<file path="config.mk">
export PLATFORM = sky130hd
export DESIGN_NAME = bus_rr_arbiter
export DESIGN_NICKNAME = d
export VERILOG_FILES = /design/src/rtl/bus_rr_arbiter_pkg.sv /design/src/rtl/rr_priority_picker.sv /design/src/rtl/bus_rr_arbiter.sv
export SDC_FILE = /design/constraint.sdc
export NUM_CORES = 1
export LEC_CHECK = 0
export BUFFER_PORTS_ARGS = -buffer_cell sky130_fd_sc_hd__buf_2
export CELL_PAD_IN_SITES_DETAIL_PLACEMENT = 0
export CELL_PAD_IN_SITES_GLOBAL_PLACEMENT = 1
export CORE_MARGIN = 3
export CORE_UTILIZATION = 30
export DETAILED_ROUTE_END_ITERATION = 12
export PLACE_DENSITY_LB_ADDON = 0.1
export SYNTH_ARGS = -nofsm -noshare
export SYNTH_HDL_FRONTEND = slang
export SYNTH_SLANG_ARGS = --single-unit
export TNS_END_PERCENT = 30
</file>
<file path="constraint.sdc">
create_clock -name clk -period 1.74 [get_ports clk]
set_input_delay 0.261 -clock clk [delete_from_list [all_inputs] [get_ports clk]]
set_output_delay 0.261 -clock clk [all_outputs]
set_load 0.01 [all_outputs]
</file>
<file path="src/rtl/bus_rr_arbiter_pkg.sv">
// Shared bus arbiter constants, ID field width and FSM state encoding.
// Latency: n/a (declarations only).
// Backpressure: n/a.
package bus_parameters;

    localparam int         BITS      = 16;
    localparam int         DRVRS     = 4;
    localparam logic [7:0] BROADCAST = 8'hFF;
    localparam int         ID_W      = 8;

    typedef enum logic [1:0] {
        IDLE    = 2'd0,
        CAPTURE = 2'd1,
        DELIVER = 2'd2
    } state_t;

endpackage

</file>
<file path="src/rtl/rr_priority_picker.sv">
// Round-robin picker: first set request bit searching upward from last_grant+1.
// Latency: purely combinational.
// Backpressure: none; the caller decides when the result is consumed.
module rr_priority_picker #(
    parameter int N  = 4,
    parameter int GW = 2
) (
    input  logic [N-1:0]  req,
    input  logic [GW-1:0] last_grant,
    output logic [GW-1:0] grant,
    output logic          vld
);

    logic [GW-1:0] idx;

    // Walk the ring starting just after the previous winner; first hit wins.
    always_comb begin
        grant = '0;
        vld   = 1'b0;
        idx   = '0;
        for (int off = 1; off <= N; off++) begin
            idx = GW'((int'(last_grant) + off) % N);
            if (!vld && req[idx]) begin
                grant = idx;
                vld   = 1'b1;
            end
        end
    end

endmodule

</file>
<file path="src/rtl/bus_rr_arbiter.sv">
// Round-robin shared-bus arbiter: pops one source FIFO head and routes it to its destination(s); drop counter under BUS_DROP_CNT_EN.
// Latency: pop one cycle after pndng is sampled, push the cycle after that; one packet per 3 cycles at most.
// Backpressure: sources wait on pndng until granted; receivers cannot stall, unroutable packets are dropped.
module bus_rr_arbiter #(
    parameter int         BITS      = bus_parameters::BITS,
    parameter int         DRVRS     = bus_parameters::DRVRS,
    parameter logic [7:0] BROADCAST = bus_parameters::BROADCAST
) (
    input  logic                        clk,
    input  logic                        reset,
    input  logic [DRVRS-1:0]            pndng,
    input  logic [DRVRS-1:0][BITS-1:0]  D_pop,
    output logic [DRVRS-1:0]            pop,
    output logic [DRVRS-1:0]            push,
    output logic [BITS-1:0]             D_push
`ifdef BUS_DROP_CNT_EN
    ,
    output logic [15:0]                 drop_cnt
`endif
);

    import bus_parameters::*;

    localparam int GW = (DRVRS > 1) ? $clog2(DRVRS) : 1;

    state_t           state_q, state_d;
    logic [GW-1:0]    grant_q, grant_d;
    logic [GW-1:0]    last_q, last_d;
    logic [DRVRS-1:0] pop_q, pop_d;
    logic [DRVRS-1:0] push_q, push_d;
    logic [BITS-1:0]  data_q, data_d;

    logic [GW-1:0]    pick_idx;
    logic             pick_vld;

    // Unroutable: not broadcast and either out of range or looping back to the source.
    function automatic logic is_drop(input logic [ID_W-1:0] dest, input logic [GW-1:0] src);
        return (dest != BROADCAST) &&
               ((int'(dest) >= DRVRS) || (int'(dest) == int'(src)));
    endfunction

    function automatic logic [DRVRS-1:0] route(input logic [ID_W-1:0] dest, input logic [GW-1:0] src);
        logic [DRVRS-1:0] v;
        v = '0;
        if (dest == BROADCAST) begin
            v      = '1;
            v[src] = 1'b0;
        end else if (!is_drop(dest, src)) begin
            v[dest[GW-1:0]] = 1'b1;
        end
        return v;
    endfunction

    rr_priority_picker #(
        .N  (DRVRS),
        .GW (GW)
    ) u_picker (
        .req        (pndng),
        .last_grant (last_q),
        .grant      (pick_idx),
        .vld        (pick_vld)
    );

    // Next-state and registered-strobe decode; grant and data are only taken
    // in IDLE/CAPTURE so later pndng activity cannot disturb a packet in flight.
    always_comb begin
        state_d = state_q;
        grant_d = grant_q;
        last_d  = last_q;
        pop_d   = '0;
        push_d  = '0;
        data_d  = data_q;
        case (state_q)
            IDLE: begin
                if (pick_vld) begin
                    grant_d         = pick_idx;
                    pop_d[pick_idx] = 1'b1;
                    state_d         = CAPTURE;
                end
            end
            CAPTURE: begin
                data_d  = D_pop[grant_q];
                push_d  = route(D_pop[grant_q][BITS-1 -: ID_W], grant_q);
                state_d = DELIVER;
            end
            DELIVER: begin
                last_d  = grant_q;
                state_d = IDLE;
            end
            default: state_d = IDLE;
        endcase
    end

    // FSM, grant pointer and output registers.
    always_ff @(posedge clk or posedge reset) begin
        if (reset) begin
            state_q <= IDLE;
            grant_q <= '0;
            last_q  <= GW'(DRVRS - 1);
            pop_q   <= '0;
            push_q  <= '0;
            data_q  <= '0;
        end else begin
            state_q <= state_d;
            grant_q <= grant_d;
            last_q  <= last_d;
            pop_q   <= pop_d;
            push_q  <= push_d;
            data_q  <= data_d;
        end
    end

    assign pop    = pop_q;
    assign push   = push_q;
    assign D_push = data_q;

`ifdef BUS_DROP_CNT_EN
    logic [15:0] drop_cnt_q, drop_cnt_d;

    // Count each dropped packet once, in its DELIVER cycle, saturating at all-ones.
    always_comb begin
        drop_cnt_d = drop_cnt_q;
        if ((state_q == DELIVER) && is_drop(data_q[BITS-1 -: ID_W], grant_q) &&
            (drop_cnt_q != 16'hFFFF)) begin
            drop_cnt_d = drop_cnt_q + 16'd1;
        end
    end

    // Drop counter register.
    always_ff @(posedge clk or posedge reset) begin
        if (reset) begin
            drop_cnt_q <= '0;
        end else begin
            drop_cnt_q <= drop_cnt_d;
        end
    end

    assign drop_cnt = drop_cnt_q;
`endif

endmodule

</file>
; Yosys cells after proc, flatten, opt, wreduce, memory -nomap -nowiden
; Cells that the tools add are included.
[op_classes]
n_addsub = 4
n_lt_le_gt_ge = 11
n_eq_ne = 6
n_mux = 31
n_bitwise = 1
n_reduce_logical = 13
[ops]
columns = operator, n
row1 = 16-bit binary-select mux with 2-bit select, 1
row2 = "2-bit by 3-bit less-than comparator with 1-bit output, second input constant", 7
row3 = 4-bit two-way mux, 5
row4 = 16-bit two-way mux, 1
row5 = 1-bit two-way mux, 11
row6 = 2-bit two-way mux, 5
row7 = 1-bit binary-select mux with 2-bit select, 4
row8 = 8-bit by 3-bit == test with 1-bit output, 1
row9 = "8-bit == test, second input constant", 1
row10 = "8-bit by 3-bit >= comparator with 1-bit output, second input constant", 1
row11 = "8-bit inequality test, second input constant", 1
row12 = 1-bit logical AND, 7
row13 = 1-bit demux with 2-bit select, 3
row14 = "2-bit by 1-bit >= comparator with 1-bit output, second input constant", 3
row15 = "2-bit by 1-bit adder with 2-bit output, second input constant", 2
row16 = "2-bit adder, second input constant", 2
row17 = 4-bit inverter, 1
row18 = 2-bit case mux with 2 select lines, 1
row19 = 1-bit logical NOT, 3
row20 = "2-bit by 1-bit == test with 1-bit output, second input constant", 1
row21 = "2-bit == test, second input constant", 1
row22 = 2-bit logical NOT, 1
row23 = "2-bit inequality test, second input constant", 1
row24 = 2-bit AND reduction, 1
row25 = 1-bit logical OR, 1
[totals]
reg_bits = 30
inputBits = 70
out_inout_bits = 24
word_cells = 72

; Longest topological paths before layout
[depth]
word_depth = 19
ltp_mapped = 6
depth_no_buf = 5

; Modules after synthesis
; Synthesis repeated with hierarchy kept, for this count alone.
[unflattened]
cells_unflattened = 157
hier_area_um2 = 1716.6
[by_module_without_submodules]
columns = module, instances, cells_per_inst, area_each_um2, seq_area_each_um2
row1 = bus_rr_arbiter, 1, 143, 1625.3, 753.2
row2 = rr_priority_picker, 1, 14, 91.3, 0.0

; Worst setup path after synthesis
; Ideal clock, no wire load.
[synth_timing]
path_type = register -> register
start = reg grant_q[0]
end = reg push_q[3], in the netlist push[3]
setup_ns = 0.111
arrival_time_ns = 1.798
required_time_ns = 1.629
slack_ns = -0.170
path_stages_with_launch = 7
path_buffers = 2
synth_period_minus_slack_ns = 1.910
path_cell_list = dfrtp_1 > buf_6 > buf_12 > mux4_2 > nor3_1 > o2111ai_1 > a2111oi_2
[synth_via]
elab_chain_len = 9
word_cells_on_any_way = 22
[synth_lines]
columns = element, line_no
row1 = from (decl), bus_rr_arbiter.sv:27  ; logic [GW-1:0] grant_q, grant_d;
row2 = from (signal assigned), bus_rr_arbiter.sv:105  ; grant_q <= grant_d;
row3 = 16-bit binary-select mux with 2-bit select, bus_rr_arbiter.sv:83  ; push_d = route(D_pop[grant_q][BITS-1 -: ID_W], grant_q);
row4 = 16-bit two-way mux (not written as such), bus_rr_arbiter.sv:83
row5 = 2-bit by 3-bit less-than comparator with 1-bit output (not written as such) / 2-bit by 1-bit >= comparator with 1-bit output (equally long branches), bus_rr_arbiter.sv:49  ; v[dest[GW-1:0]] = 1'b1;
row6 = 1-bit logical AND (not written as such), bus_rr_arbiter.sv:49
row7 = 1-bit two-way mux (not written as such), bus_rr_arbiter.sv:49
row8 = 1-bit demux with 2-bit select, bus_rr_arbiter.sv:49
row9 = 4-bit two-way mux, bus_rr_arbiter.sv:48  ; end else if (!is_drop(dest, src)) begin
row10 = 4-bit two-way mux *, bus_rr_arbiter.sv:45  ; if (dest == BROADCAST) begin
row11 = 4-bit two-way mux *, bus_rr_arbiter.sv:73  ; case (state_q)
row12 = net push_d[3], bus_rr_arbiter.sv:30  ; logic [DRVRS-1:0] push_q, push_d;
row13 = to (signal assigned), bus_rr_arbiter.sv:108  ; push_q <= push_d;
row14 = to (decl), bus_rr_arbiter.sv:30
; The timed path passes the listed nets; every way through them passes the cells marked *. The select of a mux whose other input is x is not followed.
; A chain may end at the register's enable or synchronous reset.

; Worst setup path in the final report
[layout_timing]
start = reg grant_q[1]
end = reg push_q[3], in the netlist push[3]
; Same word-level chain as after synthesis.

==> flow_summary.ini <==
[setup_path]
cp-start-kind = register
ff2ff_setup_slack_ns = -0.21
setup.worst_path.class = register to register
cp_max_fo = 12
cp_data_arrival_time_ns = 2.13
worstSetupEndpointType = register
required_ns = 1.92

[layout]
areaGrowthSynthToFinish_pct = 44.6
n_antenna_cell = 0
final_nets = 305
drive_above_1_share = 0.703
n_fill_cell = 551
fin_cells = 308

[synth]
synth_edf_count = 0
synth_cell_type_count = 32
syn_area_per_cell_um2 = 13.8
ys.flop_type = dfrtp_1
synth_cells = 126
synth_area_um2 = 1740
ys_seq_elements = 30
yosysSeqAreaShare = 0.434
yosys_warnings = 0
async_flop_share = 1.00
syn-num-nets = 196

[job]
maxCapViolCount = 0

[sta]
fin_skew_ns = 0.00651
max_freq_mhz = 512
tightest_slew_ns = 0.383
setup_viol_count_final = 6
min_period_over_period = 1.12
maxSlewViolCount = 0
rsz0062_at_grt = true
hold_viol_final = 0
fin_ws_ns = -0.213
layout_min_cycle_time_ns = 1.95
setup_tns_ns = -0.764
max_slew_margin = 0.745

[routing]
wl_met2_um = 2880
vias = 1529
drt_iter0_markers = 32
highest_layer = met4
routed_wl_um = 5120
drtPass1Iterations = 4
drtAntennaViolNets = 0
vias_per_cell = 4.96
dr_wl_met3_um = 341
wire_per_inst_um = 16.6
drc = 0
wl_met1_um = 1790

[place]
portBuffers = 93
place_hpwl_um = 3900
dp_cells = 296
gp_congestion = 0.829

[clock_tree]
ctsHtreeMaxLevel = 2
cts_root_buf = clkbuf_8
cts_buffers = 5
clock-sinks = 30
ctsLongestPathBuffers = 2
worstSkewPairLatency_ns = 0.29
clk_pin_slew_ns = 0.07
hold_buffers = 0
cts_tree = done

[floorplanning]
die_x_um = 82.1
dieArea_um2 = 6730
core_um2 = 5540
io_pins = 94
dieHeight_um = 82.1
start_util = 0.313
rows = 27

[power]
p_leak_nw = 1.20
vdd_drop_max_mv = 0.638
finalPower_mw = 4.09
p_per_area_nw_per_um2 = 1630

[grt]
antenna_found_initial = 0
grt.total_usage = 0.153
grt_pass1_wl_um = 7530
gr-total-overflow = 0
grt_pass1_vias = 1616
grt_start_max_net_pins = 31

[run_status]
violations = setup timing
status = finished, violations left

[hold_path]
hp-class = input port to async pin
==> sequential cells by signal, indices dropped and copies added, names as in the netlist <==
| name | cells |
|---|---|
| D_push | 16 |
| grant_q | 2 |
| last_q | 2 |
| pop | 4 |
| push | 4 |
| state_q | 2 |
==> per-layer routing <==
| metal | GRT usage | vias to the layer above |
|---|---|---|
| met4 | 0.0698 | 0 |
| met5 | 0 | - |
| met1 | 0.154 | 755 |
| li1 | - | 707 |
| met3 | 0.0493 | 11 |
| met2 | 0.283 | 56 |
==> where the power goes <==
group	internal, mW	leakage (nW)	switching [mW]	total (mW)
combinational	1.25	0.783	1.01	2.26
sequential	1.02	0.365	0.226	1.25
clock	0.318	0.0482	0.261	0.580
==> cell type report <==
type                       instances  area, um2  area share
multi-input combinational         82        943       0.376
sequential                        30        754       0.301
timing repair buffer             110        608       0.242
tap                               72       90.1      0.0359
clock buffer                       7       86.3      0.0344
inverter                           6       22.5     0.00897
clock inverter                     1       5.00     0.00199
==> metrics by stage <==
stage | worst slack [ns] | hold WS, ns | cell area (um2) | utilization
2_1_floorplan | -0.140 | 0.350 | 1750 | -
3_3_place_gp | -0.316 | 0.357 | 2350 | 0.424
3_5_place_dp | -0.378 | 0.365 | 2350 | 0.424
4_1_cts | -0.203 | 0.0525 | 2460 | 0.444
5_1_grt | -0.332 | 0.0778 | 2510 | 0.453
6_report | -0.213 | 0.0457 | 2510 | 0.453
==> synth_stat cells, types with 2 or more instances <==
cell type / count / area (um2)
a21o_1: 2 / 15.0
a21oi_1: 4 / 20.0
a32oi_1: 3 / 26.3
and4_1: 3 / 26.3
buf_2: 2 / 10.0
clkbuf_1: 3 / 11.3
dfrtp_1: 28 / 701
dfstp_2: 2 / 52.6
inv_1: 6 / 22.5
mux2_2: 19 / 214
mux4_1: 9 / 236
mux4_2: 7 / 158
nand2_1: 2 / 7.51
nand2b_1: 4 / 25.0
nand3_1: 2 / 10.0
nor2_1: 9 / 33.8
nor2b_1: 5 / 31.3
nor3_1: 2 / 10.0
==> worst max-delay path, stage by stage (launching register included) <==
cell and delay [ns]:
dfrtp_1 0.53, buf_4 0.25, mux4_2 0.23, and4_4 0.26, nand3_2 0.17, a2111oi_4 0.40
==> worst paths after layout <==
path,start,endpoint,cells after the start
hold / removal,reset,D_push[15],3
hold reg to reg,D_push[8],D_push[8],1
setup / recovery,grant_q[1],push[3],5
max in group asynchronous,reset,last_q[1],3
setup reg to reg,grant_q[1],push[3],5
min in group clk,D_pop[0],D_push[0],3
==> cells by family after synthesis <==
family | share of synthesized area
AOI/OAI and AO/OA | 0.0757
buffers and inverters | 0.0454
DFF | 0.434
muxes | 0.350
and+or+nand+nor | 0.0945
==> cell usage in the layout, fill, tap and decap left out, types with 2 or more instances in the layout <==
cell      instances
a21o_1            2
a21oi_2           3
a32oi_2           2
and4_4            2
buf_2            93
buf_4            13
buf_6             4
clkbuf_8          6
dfrtp_1          27
dfstp_2           2
inv_1             6
mux2_2           19
mux4_1            3
mux4_2           13
nand2_1           2
nand2b_1          4
nor2_1            9
nor2b_1           4
==> what timing repair did <==
action	4_1_cts	5_1_grt
endpoints found under the setup margin	8	10
gates resized for setup	7	11
buffers inserted	2	2
pin swaps	1	3
Power figures use the tool's default switching activity.
